File: config.mk
export PLATFORM = sky130hd
export DESIGN_NAME = if_fetch_unit
export DESIGN_NICKNAME = d
export VERILOG_FILES = /design/src/rtl/if_fetch_unit.sv
export SDC_FILE = /design/constraint.sdc
export NUM_CORES = 1
export LEC_CHECK = 0
export ABC_AREA = 0
export CAP_MARGIN = 20
export CORE_MARGIN = 2
export CORE_UTILIZATION = 46
export DETAILED_ROUTE_END_ITERATION = 10
export HOLD_SLACK_MARGIN = 0.03
export PLACE_DENSITY = 0.72
export SETUP_SLACK_MARGIN = 0.4
export SYNTH_ARGS = -nofsm -noshare
export SYNTH_HDL_FRONTEND = slang
export SYNTH_SLANG_ARGS = --single-unit
File: constraint.sdc
create_clock -name clk -period 3.2 [get_ports clk]
set_clock_uncertainty 0.05 [all_clocks]
set_input_delay 0.32 -clock clk [delete_from_list [all_inputs] [get_ports clk]]
set_output_delay 0.32 -clock clk [all_outputs]
set_load 0.01 [all_outputs]
File: src/rtl/if_fetch_unit.sv
// Instruction-fetch front end: PC register, single-outstanding imem
// request/response handshake, one-entry holding buffer and IF/ID register.
//
// Ports:
//   clk, rst_n        clock, asynchronous active-low reset
//   PCWrite           1 = PC may advance / issue a fetch, 0 = freeze PC
//   IF_ID_Write       1 = IF/ID may update, 0 = hold IF/ID
//   branch_taken      ID-stage redirect request (honoured only with PCWrite)
//   branch_target     redirect address
//   imem_req          fetch request strobe (combinational, same-cycle bypass)
//   imem_addr         fetch address, valid with imem_req
//   imem_valid        response strobe, >= 1 cycle after imem_req
//   imem_rdata        instruction word, valid with imem_valid
//   IF_ID_PC          PC of the instruction in IF/ID
//   IF_ID_Instr       instruction in IF/ID
//   IF_ID_Valid       IF/ID holds a real instruction
module if_fetch_unit #(
    parameter int unsigned           ADDR_WIDTH = 32,
    parameter logic [ADDR_WIDTH-1:0] RESET_PC   = '0,
    parameter int unsigned           PC_INC     = 4,
    parameter logic [31:0]           NOP_INSTR  = 32'h0000_0000
) (
    input  logic                  clk,
    input  logic                  rst_n,
    input  logic                  PCWrite,
    input  logic                  IF_ID_Write,
    input  logic                  branch_taken,
    input  logic [ADDR_WIDTH-1:0] branch_target,
    output logic                  imem_req,
    output logic [ADDR_WIDTH-1:0] imem_addr,
    input  logic                  imem_valid,
    input  logic [31:0]           imem_rdata,
    output logic [ADDR_WIDTH-1:0] IF_ID_PC,
    output logic [31:0]           IF_ID_Instr,
    output logic                  IF_ID_Valid
);

    typedef enum logic [1:0] {
        S_REQ  = 2'd0,
        S_WAIT = 2'd1,
        S_FULL = 2'd2
    } state_t;

    state_t                  state;
    logic [ADDR_WIDTH-1:0]   pc;
    logic [ADDR_WIDTH-1:0]   req_pc;
    logic [ADDR_WIDTH-1:0]   hold_pc;
    logic [31:0]             hold_instr;
    logic                    kill;

    logic                    br;
    logic [ADDR_WIDTH-1:0]   fetch_addr;
    logic                    deliver;
    logic [ADDR_WIDTH-1:0]   deliver_pc;
    logic [31:0]             deliver_instr;

    // A branch seen while PC is frozen is re-raised later by the stalled ID stage.
    assign br         = branch_taken & PCWrite;
    assign fetch_addr = br ? branch_target : pc;

    // Request is combinational so a same-cycle branch redirects without a wasted fetch.
    assign imem_req  = rst_n & (state == S_REQ) & PCWrite;
    assign imem_addr = fetch_addr;

    // Select the instruction (if any) handed to IF/ID this cycle.
    always_comb begin
        deliver       = 1'b0;
        deliver_pc    = hold_pc;
        deliver_instr = hold_instr;
        case (state)
            S_WAIT: begin
                if (imem_valid && !kill && !br && IF_ID_Write) begin
                    deliver       = 1'b1;
                    deliver_pc    = req_pc;
                    deliver_instr = imem_rdata;
                end
            end
            S_FULL: begin
                if (!br && IF_ID_Write) begin
                    deliver = 1'b1;
                end
            end
            default: ;
        endcase
    end

    // Fetch state machine, PC/buffer registers and IF/ID register.
    always_ff @(posedge clk or negedge rst_n) begin
        if (!rst_n) begin
            state       <= S_REQ;
            pc          <= RESET_PC;
            req_pc      <= '0;
            hold_pc     <= '0;
            hold_instr  <= '0;
            kill        <= 1'b0;
            IF_ID_PC    <= '0;
            IF_ID_Instr <= NOP_INSTR;
            IF_ID_Valid <= 1'b0;
        end else begin
            case (state)
                S_REQ: begin
                    if (PCWrite) begin
                        req_pc <= fetch_addr;
                        pc     <= fetch_addr + ADDR_WIDTH'(PC_INC);
                        state  <= S_WAIT;
                    end
                end
                S_WAIT: begin
                    if (br) begin
                        pc <= branch_target;
                    end
                    if (imem_valid) begin
                        // Response consumed: any pending kill is spent.
                        kill <= 1'b0;
                        if (!kill && !br && !IF_ID_Write) begin
                            hold_pc    <= req_pc;
                            hold_instr <= imem_rdata;
                            state      <= S_FULL;
                        end else begin
                            state <= S_REQ;
                        end
                    end else if (br) begin
                        // Response still in flight belongs to the wrong path.
                        kill <= 1'b1;
                    end
                end
                S_FULL: begin
                    if (br) begin
                        pc    <= branch_target;
                        state <= S_REQ;
                    end else if (IF_ID_Write) begin
                        state <= S_REQ;
                    end
                end
                default: state <= S_REQ;
            endcase

            // Flush beats stall; otherwise load the delivered word or a bubble.
            if (br) begin
                IF_ID_Instr <= NOP_INSTR;
                IF_ID_Valid <= 1'b0;
            end else if (IF_ID_Write) begin
                if (deliver) begin
                    IF_ID_PC    <= deliver_pc;
                    IF_ID_Instr <= deliver_instr;
                    IF_ID_Valid <= 1'b1;
                end else begin
                    IF_ID_Instr <= NOP_INSTR;
                    IF_ID_Valid <= 1'b0;
                end
            end
        end
    end

endmodule

# Word level (Yosys, flattened, before mapping)
# Index checks and enable logic that the tools add are counted.
[op_classes]
bitwise_logic = 4
n_eq_ne = 5
addsub = 1
n_reduce_logical = 20
muxes = 24
[ops]
columns = ["cell", "n"]
rows = [
  ["2-to-1 mux 32 bit", 9],
  ["one-hot mux 32 bit (2 select lines)", 1],
  ["adder 32 x 3 -> 32 bit (second input constant)", 1],
  ["2-to-1 mux 2 bit", 5],
  ["AND reduction 3 bit", 3],
  ["2-to-1 mux 1 bit", 7],
  ["logical AND 1 bit", 6],
  ["one-hot mux 2 bit (3 select lines)", 1],
  ["AND reduction 2 bit", 3],
  ["nonzero test 2 bit", 3],
  ["!= test 2 bit (second input constant)", 2],
  ["bitwise AND 1 bit", 3],
  ["zero test 1 bit", 3],
  ["!= test 3 bit (second input constant)", 1],
  ["== test 2 x 1 -> 1 bit (second input constant)", 1],
  ["== test 2 bit (second input constant)", 1],
  ["zero test 2 bit", 1],
  ["one-hot mux 1 bit (2 select lines)", 1],
  ["OR reduction 2 bit", 1],
  ["inverter 1 bit", 1],
]
[totals]
out_inout_bits = 98
in_bits = 70
elab_cells = 63
reg_bits = 196

# Depth between registers and ports, before layout
# Gate-level depths: netlist of run 1.
[depth]
ltp_word = 9
ltp_mapped = 15
mapped_depth_nobuf = 9

# Worst setup path after synthesis of run 1
# No wires, ideal clock.
[synth_timing]
path_kind = "input to register"
startpoint = "input port PCWrite"
endpoint = "register pc[22]"
setup_slack_ns = 0.442
path_buffers = 6
setup_time_ns = 0.137
path_stages = 15
arrival_time_ns = 2.571
t_required_ns = 3.013
path_cell_list = "buf_6 > and2_4 > buf_6 > buf_6 > buf_6 > buf_2 > mux2i_1 > inv_1 > ha_1 > nand2b_1 > a21o_1 > buf_2 > nor4_2 > xnor2_1 > a21oi_1"
[synth_between]
elab_chain_len = 5
[synth_rtl]
columns = ["item", "line_no", "rtl"]
rows = [
  ["from (decl)", "25", "input logic PCWrite,"],
  ["bitwise AND 1 bit", "58", "assign br = branch_taken & PCWrite;"],
  ["2-to-1 mux 32 bit", "--", ""],
  ["net imem_addr[2]", "30", "output logic [ADDR_WIDTH-1:0] imem_addr,"],
  ["adder 32 x 3 -> 32 bit", "104", "pc <= fetch_addr + ADDR_WIDTH'(PC_INC);"],
  ["2-to-1 mux 32 bit", "102", "if (PCWrite) begin"],
  ["one-hot mux 32 bit (2 select lines)", "100", "case (state)"],
  ["to (signal assigned)", "104", ""],
  ["to (signal assigned)", "110", "pc <= branch_target;"],
  ["to (signal assigned)", "129", "pc <= branch_target;"],
  ["to (decl)", "45", "logic [ADDR_WIDTH-1:0] pc;"],
]
# The timed path passes the listed nets, and every way through them passes these cells. The select of a mux whose other input is x is not followed.
# A chain may end at the register's enable or synchronous reset.

# Worst setup path in the final report of run 1
[layout_timing]
startpoint = "input port branch_taken"
endpoint = "output port imem_addr[26]"
[layout_between]
elab_chain_len = 2
[layout_rtl]
columns = ["item", "line_no", "rtl"]
rows = [
  ["from (decl)", "27", "input logic branch_taken,"],
  ["bitwise AND 1 bit", "58", ""],
  ["2-to-1 mux 32 bit", "--", ""],
  ["to (decl)", "30", ""],
]
# No other way between the ends.

==> out/results.ini, run 1 <==
[critical_path]
crit_type=primary input to output pin
slowest_delay_ps=490
crit_fanout=14
slowest_stage=clkdlybuf4s50_1
cp.required_ps=2830
end_kind=output pin
cp_num_buf_inv=5
crit_chain=clkdlybuf4s50_1 > buf_4 > nand2_1 > buf_4 > mux2i_2 > inv_1 > clkdlybuf4s50_1
cp-start-kind=primary input
cp_data_arrival_time_ps=2340
critPathTopFamily=buffers and inverters

[sta]
setup_viol=0
hold_violations=0
grt_setup_unrepaired=true
tns_ps=0
fin_crit_sh_pct=84.7
fin_ws_ps=489
max_slew.worst_pin.slew_ps=890
clock.fmax_ghz=0.369
maxSlewViolCount=0
slew_headroom_pct=40.7
min_period_ps=2710

[cts]
clkTransAtPathRegs_ps=70
cts_buffers=17
clkSinkCount=196
clock_latency_ps=430
ctsRootBufferMaster=clkbuf_16
cts_buffer_depth=2
post-cts-setup-buffer-count=0
h-tree-depth=4
cts_tree=done

[global_route]
antenna_found_initial=0
grt_max_degree=71
overflow=0
grt_pass1_vias=6821
grt_usage_pct=21.6
grt_pass1_wl_um=36700

[logic_synthesis]
synth_area_um2=9160
synth_cells=853
ys_top_cells_by_area=dfrtp_1, mux2i_1, mux2_2
syn-mean-instance-area_um2=10.7
synth_fp_nets=927
synth_largest_area_cell=dfrtp_1
ys_seq_elements=196
synthTopCellsByCount=dfrtp_1, nand2_1, mux2i_1, o21ai_0, mux2_2
synthArstFlopShare_pct=100
ys_seq_area_share_pct=53.5
ys_warn_count=0
synth_ff_type=dfrtp_1
synth_most_common_cell=dfrtp_1
synth_edf_count=0
synth_cell_type_count=46
synth_top_area_share_pct=53.5

[detailed_routing]
via_per_inst=5.36
drt-total-wl_um=22400
final_antenna_net_count=0
wl_per_cell_um=17.3
drtPass1Iterations=5
drt_iter0_markers=354
wl_met1_um=10700
dr_wl_met2_um=10100
drc=0
met3_wirelength_um=1360
vias=6930
highest_layer=met4

[power]
total_leakage_power_nw=5.28
power_density_nw_per_um2=860
peakVddDrop_uv=472

[hold_path]
min_path_type=primary input to asynchronous set/reset pin

[cells_and_area]
drive_gt1_share_pct=14.9
syn_to_final_growth_pct=28.7
final_cell_area_um2=11800
nets=1090
n_antenna_cell=0

[placed_design]
routabilityCongestion=0.850
dpl.hpwl_um=15300
io_buffers=167
placed_cell_area_um2=11200
dp_slack_ps=294

[die]
io_pins=168
start_util_pct=46.9
die-area_um2=21100
die_h_um=145
rows=51
fp.coreArea_um2=19500
die_w_um=145

[job]
drv_cap=0

[run_status]
status=complete, no violations

area by class of cell:
class,instances,area [um^2]
Fill cell,1647,7730
Sequential cell,196,4900
Multi-Input combinational cell,578,3970
Timing Repair Buffer,196,1950
Clock buffer,19,443
Tap cell,265,332
Inverter,27,101
Clock inverter,12,100
cells by family after synthesis:
| logic type | synth area share (%) |
|---|---|
| flops | 53.5 |
| mux | 18.9 |
| buf+inv | 3.85 |
| xor+xnor | 1.91 |
| simple gates | 12.0 |
| fa+ha+maj | 0.546 |
| compound gates | 9.28 |
registers in the layout, summed over array words and instances, names as in the netlist:
register,flops
req_pc,32
kill,1
IF_ID_Instr,32
IF_ID_Valid,1
state,2
hold_pc,32
hold_instr,32
pc,32
IF_ID_PC,32
per-stage QoR:
stage	utilization (%)	total power [W]	hold WS, ps	instances
final	60.4	0.0101	345	1293
after global routing	60.4	0.0108	358	1293
after CTS	60.3	0.0102	345	1293
after detailed placement	57.4	0.00818	239	1261
after global placement	57.4	0.00803	233	1261
after floorplan	-	0.00645	-25.6	853
power by group:
part | internal [W] | switching, W | leakage (nW)
sequential | 0.00350 | 0.000654 | 2.38
combinational | 0.00199 | 0.00199 | 2.65
clock | 0.00103 | 0.000977 | 0.252
total | 0.00652 | 0.00362 | 5.28
cell usage in the layout (no fill, tap or decap), drive strengths merged, types with 2 or more instances in the layout:
cell and instances:
o2111ai 2, mux2 74, nand3 6, mux2i 89, inv 31, o31ai 5
xnor2 20, nand4b 2, o22ai 2, and2 2, a31oi 3, dfrtp 196
clkinv 3, o21ai 88, nor2 56, nor3 7, clkinvlp 5, clkdlybuf4s50 166
nand2 117, clkbuf 20, buf 28, a211oi 2, a21o 2, nor4 10
a21oi 54, ha 4, nand4 18, and3 5
metal layers:
layer  GRT usage [%]  up-vias
met5               0        -
met4            4.36        0
met3            5.22       29
met2            32.8      236
met1            31.8     3386
li1                -     3279
timing repair:
item                                    CTS  global route
gates resized for setup                   0             5
hold endpoints to repair                 42             0
endpoints found under the setup margin    0             6
hold buffers                              1             0
final timing paths:
path,from,endpoint,slack (ps),cells after the start
worst max-delay path,branch_taken,imem_addr[26],490,7
worst min-delay path,rst_n,hold_instr[3],350,2
worst max register to register,state[0],pc[27],580,8
worst min register to register,IF_ID_Instr[11],IF_ID_Instr[11],430,2
max in group asynchronous,rst_n,pc[2],1520,3
min in group clk,IF_ID_Instr[11],IF_ID_Instr[11],430,2
worst register-to-register path, delay by kind of cell (launching register included):
| family | cells | cell delay, ps |
|---|---|---|
| AOI/OAI and AO/OA | 3 | 600 |
| and+or+nand+nor | 3 | 970 |
| buffers and inverters | 1 | 80 |
| adders and majority gates | 1 | 430 |
| DFF | 1 | 380 |
No activity file was read; power rests on OpenSTA's default activity.
==> inputs of run 2 (changes only) <==
PLACE_DENSITY = 0.74   (was 0.72)
clock period = 2.3 ns   (was 3.2 ns; I/O delays follow)
==> out/results.ini, run 2 (synthesis results as in run 1) <==
[run_status]
status=complete, but fails checks  ; was complete, no violations
violations=negative setup slack

[sta]
hold_ws_ps=391  ; was 345 ps
clock.fmax_ghz=0.430
setup_viol=6  ; was 0
max_slew.worst_pin.slew_ps=693  ; was 890 ps
maxSlewViolCount=0  ; unchanged
slew_headroom_pct=53.8  ; was 40.7%
min_period_ps=2330
fin_crit_sh_pct=101
grt_setup_unrepaired=true  ; unchanged
hold_violations=0  ; unchanged
fin_ws_ps=-27.5  ; was 489 ps

[die]
die_w_um=145  ; unchanged
start_util_pct=46.9  ; unchanged
fp.coreArea_um2=19500  ; unchanged
rows=51  ; unchanged
die_h_um=145  ; unchanged
io_pins=168  ; unchanged
die-area_um2=21100  ; unchanged

[cells_and_area]
nets=1266  ; was 1,090
final_cell_mix=dfrtp_1, clkdlybuf4s50_1, buf_4, nand2_1, mux2_4  ; was dfrtp_1, clkdlybuf4s50_1, nand2_1, mux2i_1, o21ai_0
layout_commonest_cell=dfrtp_1  ; unchanged
n_antenna_cell=0  ; unchanged
drive_gt1_share_pct=40.9  ; was 14.9%
fillers=1107  ; was 1,647
syn_to_final_growth_pct=67.6  ; was 28.7%

[critical_path]
cp_data_arrival_time_ps=2590  ; was 2340 ps
cp.required_ps=2570  ; was 2830 ps
cp-start-kind=register  ; was primary input
timing.rr.start=state[0]  ; unchanged
crit_chain=inv_2 > ha_4 > nand4b_1 > nor3_4 > buf_6 > o21ai_4 > or3_1 > o41ai_2 > a211oi_1  ; was clkdlybuf4s50_1 > buf_4 > nand2_1 > buf_4 > mux2i_2 > inv_1 > clkdlybuf4s50_1
ff2ff_path_depth=9  ; was 8
worstReg2RegEnd=pc[27]  ; unchanged
end_kind=register  ; was output pin
slowest_stage=dfrtp_1  ; was clkdlybuf4s50_1
r2r_slack_ps=-30  ; was 580 ps
crit_fanout=4  ; was 14
slowest_delay_ps=400  ; was 490 ps
crit_type=register to register  ; was primary input to output pin

[global_route]
grt_pass1_wl_um=44500  ; was 36,700 um
grt_pass1_vias=7991  ; was 6,821
grt_usage_pct=26.8  ; was 21.6%
overflow=0  ; unchanged
antenna_found_initial=0  ; unchanged
grt_max_degree=110  ; was 71

[cts]
cts_tree=done  ; unchanged
clkTransAtPathRegs_ps=80  ; was 70 ps
clock_latency_ps=440  ; was 430 ps
h-tree-depth=4  ; unchanged
cts_buffers=17  ; unchanged
ctsRootBufferMaster=clkbuf_16  ; unchanged
clkSinkCount=196  ; unchanged
cts_buffer_depth=2  ; unchanged

[placed_design]
io_buffers=167  ; unchanged
routabilityCongestion=0.876  ; was 0.850
dpl.hpwl_um=16300  ; was 15,300 um
dp_slack_ps=-248  ; was 294 ps

[power]
total_leakage_power_nw=6.97  ; was 5.28 nW
power_w=0.0181  ; was 0.0101 W
peakVddDrop_uv=759  ; was 472 uV
power_density_nw_per_um2=1180  ; was 860 nW/um^2

[detailed_routing]
wl_per_cell_um=20.7  ; was 17.3 um
drt_iter0_markers=543  ; was 354
via_per_inst=5.56  ; was 5.36
drt-total-wl_um=30500  ; was 22,400 um
vias=8168  ; was 6,930
drtPass1Iterations=5  ; unchanged
drc=0  ; unchanged
final_antenna_net_count=0  ; unchanged

[job]
drv_cap=0  ; unchanged

[hold_path]
min_path_type=primary input to register  ; was primary input to asynchronous set/reset pin
min_from=imem_rdata[20]
whs_path_depth=2
min_to=hold_instr[20]

==> run 2: stage by stage <==
| stage | setup TNS (ps) | area, um^2 | util (%) | instances |
|---|---|---|---|---|
| floorplan | -896 | 9430 | - | 853 |
| global placement | -2230 | 12200 | 62.3 | 1341 |
| detailed placement | -3880 | 12200 | 62.3 | 1341 |
| CTS | 0 | 14300 | 73.2 | 1445 |
| global route | -1520 | 15400 | 78.6 | 1470 |
| finish | -84.5 | 15400 | 78.6 | 1470 |
==> run 2: final cells by class <==
class	count	area, um^2	area share, %
timing repair buffer	371	4170	27.1
multi-input combinational	579	5240	34.1
clock buffer	19	453	2.95
clock inverter	13	163	1.06
sequential	196	4900	31.9
tap	265	332	2.16
inverter	27	101	0.660
==> run 2: worst max path at each step <==
| stage | slack [ps] | from | to | cells past startpoint |
|---|---|---|---|---|
| floorplan | -140 | PCWrite | pc[18] | 15 |
| global placement | -150 | branch_taken | pc[28] | 11 |
| detailed placement | -250 | branch_taken | pc[31] | 8 |
| CTS | 90 | state[1] | pc[27] | 8 |
| global route | -120 | state[0] | pc[27] | 9 |
| finish | -30 | state[0] | pc[27] | 9 |
==> run 2: routing by layer <==
metal | GRT usage (%) | share of wire (%) | up-vias | routed length (um)
met3 | 5.16 | 5.3 | 42 | 1600
li1 | - | - | 3667 | -
met2 | 42.7 | 49 | 310 | 15100
met1 | 37.3 | 43 | 4149 | 13200
met5 | 0 | 0 | - | 0
met4 | 8.09 | 1.9 | 0 | 592
==> run 2: what timing repair did <==
action	CTS	global route
hold buffers	1	0
resized for setup	209	198
setup endpoints to repair	186	168
hold endpoints to repair	196	0
gates cloned	21	5
pin swaps	30	33
setup buffers	50	20
==> run 2: worst max-delay path, delay by kind of cell (launching register included) <==
kind	cells	cell delay (ps)
adder cells (fa/ha/maj)	1	220
flip-flops	1	400
AO/OA/AOI/OAI	3	370
buffers and inverters	2	250
AND/OR/NAND/NOR	3	920
==> run 2: where the power goes <==
group / total [W] / switching [W] / internal (W)
registers: 0.00616 / 0.00129 / 0.00487
logic: 0.00875 / 0.00392 / 0.00484
clock network: 0.00315 / 0.00145 / 0.00170
total: 0.0181 / 0.00666 / 0.0114
